File: src/rtl/pipe_ctrl_pkg.sv
// Shared pipeline-control constants: stall codes, redirect targets and FSM state encodings.
// Imported by pipe_stall_enc and pipe_ctrl.
package pipe_ctrl_pkg;

    localparam logic [31:0] EXC_VECTOR = 32'hBFC00380;
    localparam logic [31:0] ERET_CODE  = 32'h0000000E;

    // Stall vector bit order: 0=pc, 1=if, 2=id, 3=ex, 4=mem, 5=wb; 1 means hold.
    localparam logic [5:0] STALL_NONE = 6'b000000;
    localparam logic [5:0] STALL_IF   = 6'b000111;
    localparam logic [5:0] STALL_ID   = 6'b000111;
    localparam logic [5:0] STALL_EX   = 6'b001111;
    localparam logic [5:0] STALL_MEM  = 6'b011111;

    typedef enum logic [1:0] {
        ST_RUN     = 2'd0,
        ST_FLUSH   = 2'd1,
        ST_RECOVER = 2'd2
    } ctrl_state_e;

    // ERET returns to the saved EPC; every other exception enters the general vector.
    function automatic logic [31:0] redirect_target(input logic [31:0] exc_type,
                                                    input logic [31:0] epc);
        return (exc_type == ERET_CODE) ? epc : EXC_VECTOR;
    endfunction

endpackage

File: src/rtl/pipe_ctrl_stall_enc.sv
// Combinational priority encoder from the four per-stage stall requests to the 6-bit stall code.
// The deepest requesting stage wins, since it must freeze everything upstream of it.
module pipe_stall_enc
    import pipe_ctrl_pkg::*;
(
    input  logic       stallreq_if_i,
    input  logic       stallreq_id_i,
    input  logic       stallreq_ex_i,
    input  logic       stallreq_mem_i,
    output logic [5:0] stall_o
);

    always_comb begin
        stall_o = STALL_NONE;
        if (stallreq_mem_i) begin
            stall_o = STALL_MEM;
        end else if (stallreq_ex_i) begin
            stall_o = STALL_EX;
        end else if (stallreq_id_i) begin
            stall_o = STALL_ID;
        end else if (stallreq_if_i) begin
            stall_o = STALL_IF;
        end
    end

endmodule

File: src/rtl/pipe_ctrl.sv
// Central pipeline controller: merges stall requests and sequences exception/ERET redirects.
// Optional macro PIPE_CTRL_PERF_EN adds stall-cycle and flush counters.
module pipe_ctrl
    import pipe_ctrl_pkg::*;
(
    input  logic        clk,
    input  logic        rst,
    input  logic        stallreq_if_i,
    input  logic        stallreq_id_i,
    input  logic        stallreq_ex_i,
    input  logic        stallreq_mem_i,
    input  logic        exc_valid_i,
    input  logic [31:0] excepttype_i,
    input  logic [31:0] epc_i,
    output logic [5:0]  stall_o,
    output logic        flush_o,
    output logic [31:0] new_pc_o,
    output logic        busy_o
`ifdef PIPE_CTRL_PERF_EN
    ,
    output logic [31:0] stall_cycles_o,
    output logic [15:0] flush_count_o
`endif
);

    ctrl_state_e state_q;
    logic        flush_q;
    logic        busy_q;
    logic [31:0] new_pc_q;
    logic [31:0] new_pc_d;
    logic [5:0]  enc_stall;
    logic        accept;

    pipe_stall_enc u_stall_enc (
        .stallreq_if_i  (stallreq_if_i),
        .stallreq_id_i  (stallreq_id_i),
        .stallreq_ex_i  (stallreq_ex_i),
        .stallreq_mem_i (stallreq_mem_i),
        .stall_o        (enc_stall)
    );

    // A stalled MEM stage keeps its exception pending until the stall clears.
    assign accept   = (state_q == ST_RUN) && exc_valid_i && !stallreq_mem_i;
    assign new_pc_d = redirect_target(excepttype_i, epc_i);

    always_ff @(posedge clk or negedge rst) begin
        if (!rst) begin
            state_q  <= ST_RUN;
            flush_q  <= 1'b0;
            busy_q   <= 1'b0;
            new_pc_q <= 32'h0;
        end else begin
            case (state_q)
                ST_RUN: begin
                    if (accept) begin
                        state_q  <= ST_FLUSH;
                        flush_q  <= 1'b1;
                        busy_q   <= 1'b1;
                        new_pc_q <= new_pc_d;
                    end
                end
                ST_FLUSH: begin
                    state_q <= ST_RECOVER;
                    flush_q <= 1'b0;
                    busy_q  <= 1'b1;
                end
                ST_RECOVER: begin
                    state_q <= ST_RUN;
                    flush_q <= 1'b0;
                    busy_q  <= 1'b0;
                end
                default: begin
                    state_q <= ST_RUN;
                    flush_q <= 1'b0;
                    busy_q  <= 1'b0;
                end
            endcase
        end
    end

    // Requests seen during FLUSH/RECOVER belong to squashed instructions or bubbles.
    assign stall_o  = (state_q == ST_RUN) ? enc_stall : STALL_NONE;
    assign flush_o  = flush_q;
    assign busy_o   = busy_q;
    assign new_pc_o = new_pc_q;

`ifdef PIPE_CTRL_PERF_EN
    logic [31:0] stall_cycles_q;
    logic [15:0] flush_count_q;

    always_ff @(posedge clk or negedge rst) begin
        if (!rst) begin
            stall_cycles_q <= 32'h0;
            flush_count_q  <= 16'h0;
        end else begin
            if ((state_q == ST_RUN) && (stall_o != STALL_NONE)) begin
                stall_cycles_q <= stall_cycles_q + 32'd1;
            end
            if (accept && (flush_count_q != 16'hFFFF)) begin
                flush_count_q <= flush_count_q + 16'd1;
            end
        end
    end

    assign stall_cycles_o = stall_cycles_q;
    assign flush_count_o  = flush_count_q;
`endif

endmodule
File: config.mk
export PLATFORM = sky130hd
export DESIGN_NAME = pipe_ctrl
export DESIGN_NICKNAME = d
export VERILOG_FILES = /design/src/rtl/pipe_ctrl_pkg.sv /design/src/rtl/pipe_ctrl_stall_enc.sv /design/src/rtl/pipe_ctrl.sv
export SDC_FILE = /design/constraint.sdc
export NUM_CORES = 1
export LEC_CHECK = 0
export ABC_AREA = 1
export BUFFER_PORTS_ARGS = -buffer_cell sky130_fd_sc_hd__buf_2
export CORE_MARGIN = 3
export CORE_UTILIZATION = 38
export DETAILED_ROUTE_END_ITERATION = 10
export GPL_TIMING_DRIVEN = 0
export PLACE_DENSITY = 0.81
export SLEW_MARGIN = 10
export SYNTH_ARGS = -nofsm -noshare
export SYNTH_HDL_FRONTEND = slang
export SYNTH_SLANG_ARGS = --single-unit
File: constraint.sdc
create_clock -name clk -period 1.45 [get_ports clk]
set_clock_uncertainty 0.15 [all_clocks]
set_input_delay 0.29 -clock clk [delete_from_list [all_inputs] [get_ports clk]]
set_output_delay 0.29 -clock clk [all_outputs]
set_load 0.03 [all_outputs]
After elaboration in Yosys (flattened, before gate mapping):

Index checks and enable logic that the tools add are counted.

* register bits after elaboration: 36
* latch bits: 0
* RAM bits: 0
* bits in read-only memories: 0
* memories: 0

* add/sub/neg operators: 0
* multiply operators: 0
* divide/modulo/power cells: 0
* order comparisons: 0
* equality and inequality tests: 3
* shift operators: 0
* muxes and demuxes: 11
* bitwise operators: 0
* reduce and logical (&&, ||, !) cells: 5

Operators by type and width (number)
* $eq 32x4->1 const B: 1
* $mux 32: 1
* $mux 6: 4
* $pmux 2 s2: 1
* $mux 3: 1
* $eq 2x1->1 const B: 1
* $logic_and 1x1->1: 2
* $logic_not 2->1: 1
* $mux 1: 2
* $mux 2: 1
* $ne 2x2->1 const B: 1
* $pmux 1 s2: 1
* $reduce_and 2->1: 1
* $logic_not 1->1: 1

Depth between registers and ports, before layout:

* depth after elaboration: 5
* mapped depth: 9

By module:

A second synthesis with hierarchy kept.

* cell total of the unflattened synthesis: 244
* area total of the unflattened synthesis: 1735.4 µm²

Modules (own cells, without submodules)
* pipe_ctrl: times used 1, cells an instance 235, area an instance 1684.1 µm², seq. area each 875.8 µm²
* pipe_stall_enc: times used 1, cells an instance 9, area an instance 51.3 µm², seq. area each 0.0 µm²

Worst setup path before layout:

No wires, ideal clock.

* kind: register to output
* start: reg state_q[0]
* end: out stall_o[1]
* data arrival time: 1623 ps
* required time: 1010 ps
* slack: -613 ps
* cell stages (with the launch flop): 4
* path buffers: 1
* path through: dfrtp_1 or2_4 a21oi_1 buf_4

* word-level cells in the longest chain between the ends: 2

Ends and longest elaborated chain
* from (decl): RTL line pipe_ctrl.sv:26 `ctrl_state_e state_q;`
* from (signal assigned): RTL line pipe_ctrl.sv:48 `state_q <= ST_RUN;`
* from (signal assigned): RTL line pipe_ctrl.sv:56 `state_q <= ST_FLUSH;`
* from (signal assigned): RTL line pipe_ctrl.sv:63 `state_q <= ST_RECOVER;`
* $logic_not 2->1: RTL line pipe_ctrl.sv:82 `assign stall_o = (state_q == ST_RUN) ? enc_stall : STALL_NONE;`
* $mux 6: RTL line pipe_ctrl.sv:82
* to (decl): RTL line pipe_ctrl.sv:15 `output logic [5:0] stall_o,`

No other way between the ends.

Worst setup path after layout:

* start: reg state_q[1]
* end: out stall_o[2]

Same word-level chain as after synthesis.

==> results.py <==
metrics = {
    "floorplan": {
        "core_um2": 4170,
        "num_io_pins": 111,
        "rows": 23,
        "start_util": 0.409,
        "die_height_um": 73.0,
        "die_w_um": 73.0,
        "die-area_um2": 5330,
    },
    "setup_path": {
        "setup.worst_path.end_class": "primary output",
        "crit_path_max_fanout": 3,
        "crit_chain": "or2_4, a21oi_4, buf_6, buf_6",
        "cp_slowest_stage_delay_ps": 380,
        "crit_slowest_cell": "dfrtp_1",
        "crit_arrival_ps": 1330,
        "crit_required_ps": 1010,
        "cpMostUsedCell": "buf_6",
        "crit_type": "reg2out",
        "cp-start-kind": "flip-flop",
    },
    "detailed_routing": {
        "drtPass1Iterations": 4,
        "num_vias": 1940,
        "vias_per_cell": 4.67,
        "drt-total-wl_mm": 5.55,
        "wl_per_cell_um": 13.4,
        "drt_iter0_markers": 75,
        "drtAntennaViolNets": 0,
        "drc": 0,
    },
    "logic_synthesis": {
        "synth_seq_cells": 35,
        "synth.yosys.seq_area_share": 0.513,
        "netlist_instances": 232,
        "syn_avg_cell_area_um2": 7.36,
        "ys_types": 14,
        "yosysWarnings": 0,
        "syn_nets": 303,
        "netlist_area_um2": 1710,
    },
    "run": {
        "drv_cap": 0,
    },
    "final_layout": {
        "layout_common_cells": "106 x buf_2, 68 x nand2_1, 34 x dfrtp_1",
        "final_common_cell": "buf_2",
        "antenna_cells": 0,
        "layout-drive-gt1-share": 0.564,
        "synthToLayoutAreaGrowth_pct": 74.6,
        "nFillCells": 308,
        "fin_nets": 435,
    },
    "status": {
        "violations": "negative setup slack",
        "outcome": "finished with violations",
    },
    "power_and_ir_drop": {
        "p_total_mw": 2.29,
        "leakage_nw": 1.60,
        "p_per_area_nw_per_um2": 770,
        "peakVddDrop_v": 0.000394,
    },
    "sta": {
        "hold_violations": 0,
        "fin_crit_sh": 1.22,
        "setup_viol": 38,
        "period_needed_ps": 1770,
        "setup_slack_ps": -320,
        "rsz0062_at_grt": "yes",
        "fmax_mhz": 565,
        "slew_viol_final": 0,
    },
    "global_route": {
        "grt_pass1_wl_mm": 8.31,
        "grt_remaining_overflow": 0,
        "grt_max_degree": 36,
        "grt_pass1_vias": 1828,
        "grt_usage": 0.203,
        "antenna_found_initial": 0,
    },
    "placed_design": {
        "dp_slack_ps": -337,
        "portBuffers": 109,
        "place_congestion": 0.776,
        "hpwl_mm": 3.29,
    },
    "clock_tree": {
        "cts_made_buffers": 5,
        "cts_buffer_depth": 2,
        "cts_tree": "done",
        "cts.sinks": 35,
        "clkSlewWorstSetupHoldPaths_ps": 70,
        "root_buffer": "clkbuf_8",
        "worstSkewPairLatency_ps": 280,
        "cts-htree-levels": 2,
    },
    "worst_hold_path": {
        "hold_class": "in2reg",
    },
}
-- critical path: cells and delay by family (launching register included) --
| family | cells | cell delay, ps |
|---|---|---|
| DFF | 1 | 380 |
| and+or+nand+nor | 1 | 280 |
| buffers and inverters | 2 | 220 |
| AOI/OAI and AO/OA | 1 | 150 |
-- timing repair --
| item | 4_1_cts | 5_1_grt |
|---|---|---|
| gates resized for setup | 46 | 62 |
| hold buffers | 1 | 0 |
| setup endpoints to repair | 37 | 41 |
| hold endpoints to repair | 35 | 0 |
| cloned | 5 | 0 |
| pin swaps | 4 | 11 |
| buffers inserted | 12 | 1 |
-- cells in the mapped netlist, drive strengths merged --
cell type,number,area share
dfrtp,35,0.51
buf,12,0.054
clkinv,1,0.0051
a31oi,1,0.0037
a21oi,13,0.038
conb,1,0.0022
or2,1,0.0051
nand2,72,0.16
nor2,70,0.16
inv,26,0.057
-- area by class of cell --
| class | instances | area (µm²) | area share |
|---|---|---|---|
| Multi-Input combinational cell | 159 | 922 | 0.310 |
| Tap cell | 50 | 62.6 | 0.0210 |
| Sequential cell | 35 | 877 | 0.294 |
| Clock buffer | 8 | 100 | 0.0336 |
| Buffer | 11 | 121 | 0.0407 |
| Inverter | 27 | 106 | 0.0357 |
| Timing Repair Buffer | 125 | 790 | 0.265 |
-- metrics by stage --
step | instance area [µm²] | cells | setup TNS, ps | hold WS [ps] | utilization
global route | 2980 | 415 | -11670 | 125 | 0.714
floorplan | 1740 | 232 | -1620 | -156 | -
CTS | 2800 | 417 | -9240 | 123 | 0.671
finish | 2980 | 415 | -9240 | 123 | 0.714
detailed placement | 2350 | 391 | -9330 | 263 | 0.563
global placement | 2350 | 391 | -9200 | 254 | 0.563
-- flip-flops by register name, indices dropped and copies added (netlist names) --
| signal | flops |
|---|---|
| state_q | 2 |
| busy_o | 1 |
| new_pc_o | 32 |
-- per-layer routing --
layer | vias up | wire length [µm] | global-route usage
met5 | - | 0 | 0
met4 | 0 | 82 | 0.0512
met3 | 9 | 392 | 0.0441
met2 | 89 | 2960 | 0.356
met1 | 900 | 2120 | 0.251
li1 | 942 | - | -
-- logic make-up after synthesis --
group / synth area share
AOI/OAI and AO/OA: 0.0418
buffers and inverters: 0.117
and+or+nand+nor: 0.326
other: 0.00220
DFF: 0.513
-- power by group --
part           switching, mW  internal, mW
combinational          0.278         0.254
clock                  0.337         0.433
sequential           0.00574         0.985
total                  0.621          1.67
-- path summary, 6_finish.rpt --
kind / from / endpoint / slack, ps / cells after the start
max in group asynchronous: rst / state_q[0] / 400 / 2
min: epc_i[25] / new_pc_o[25] / 120 / 3
min reg2reg: new_pc_o[12] / new_pc_o[12] / 320 / 2
max reg2reg: state_q[1] / new_pc_o[19] / -280 / 9
max: state_q[1] / stall_o[2] / -320 / 4
min in group asynchronous: rst / new_pc_o[11] / 370 / 2
(Power assumes the default switching activity.)
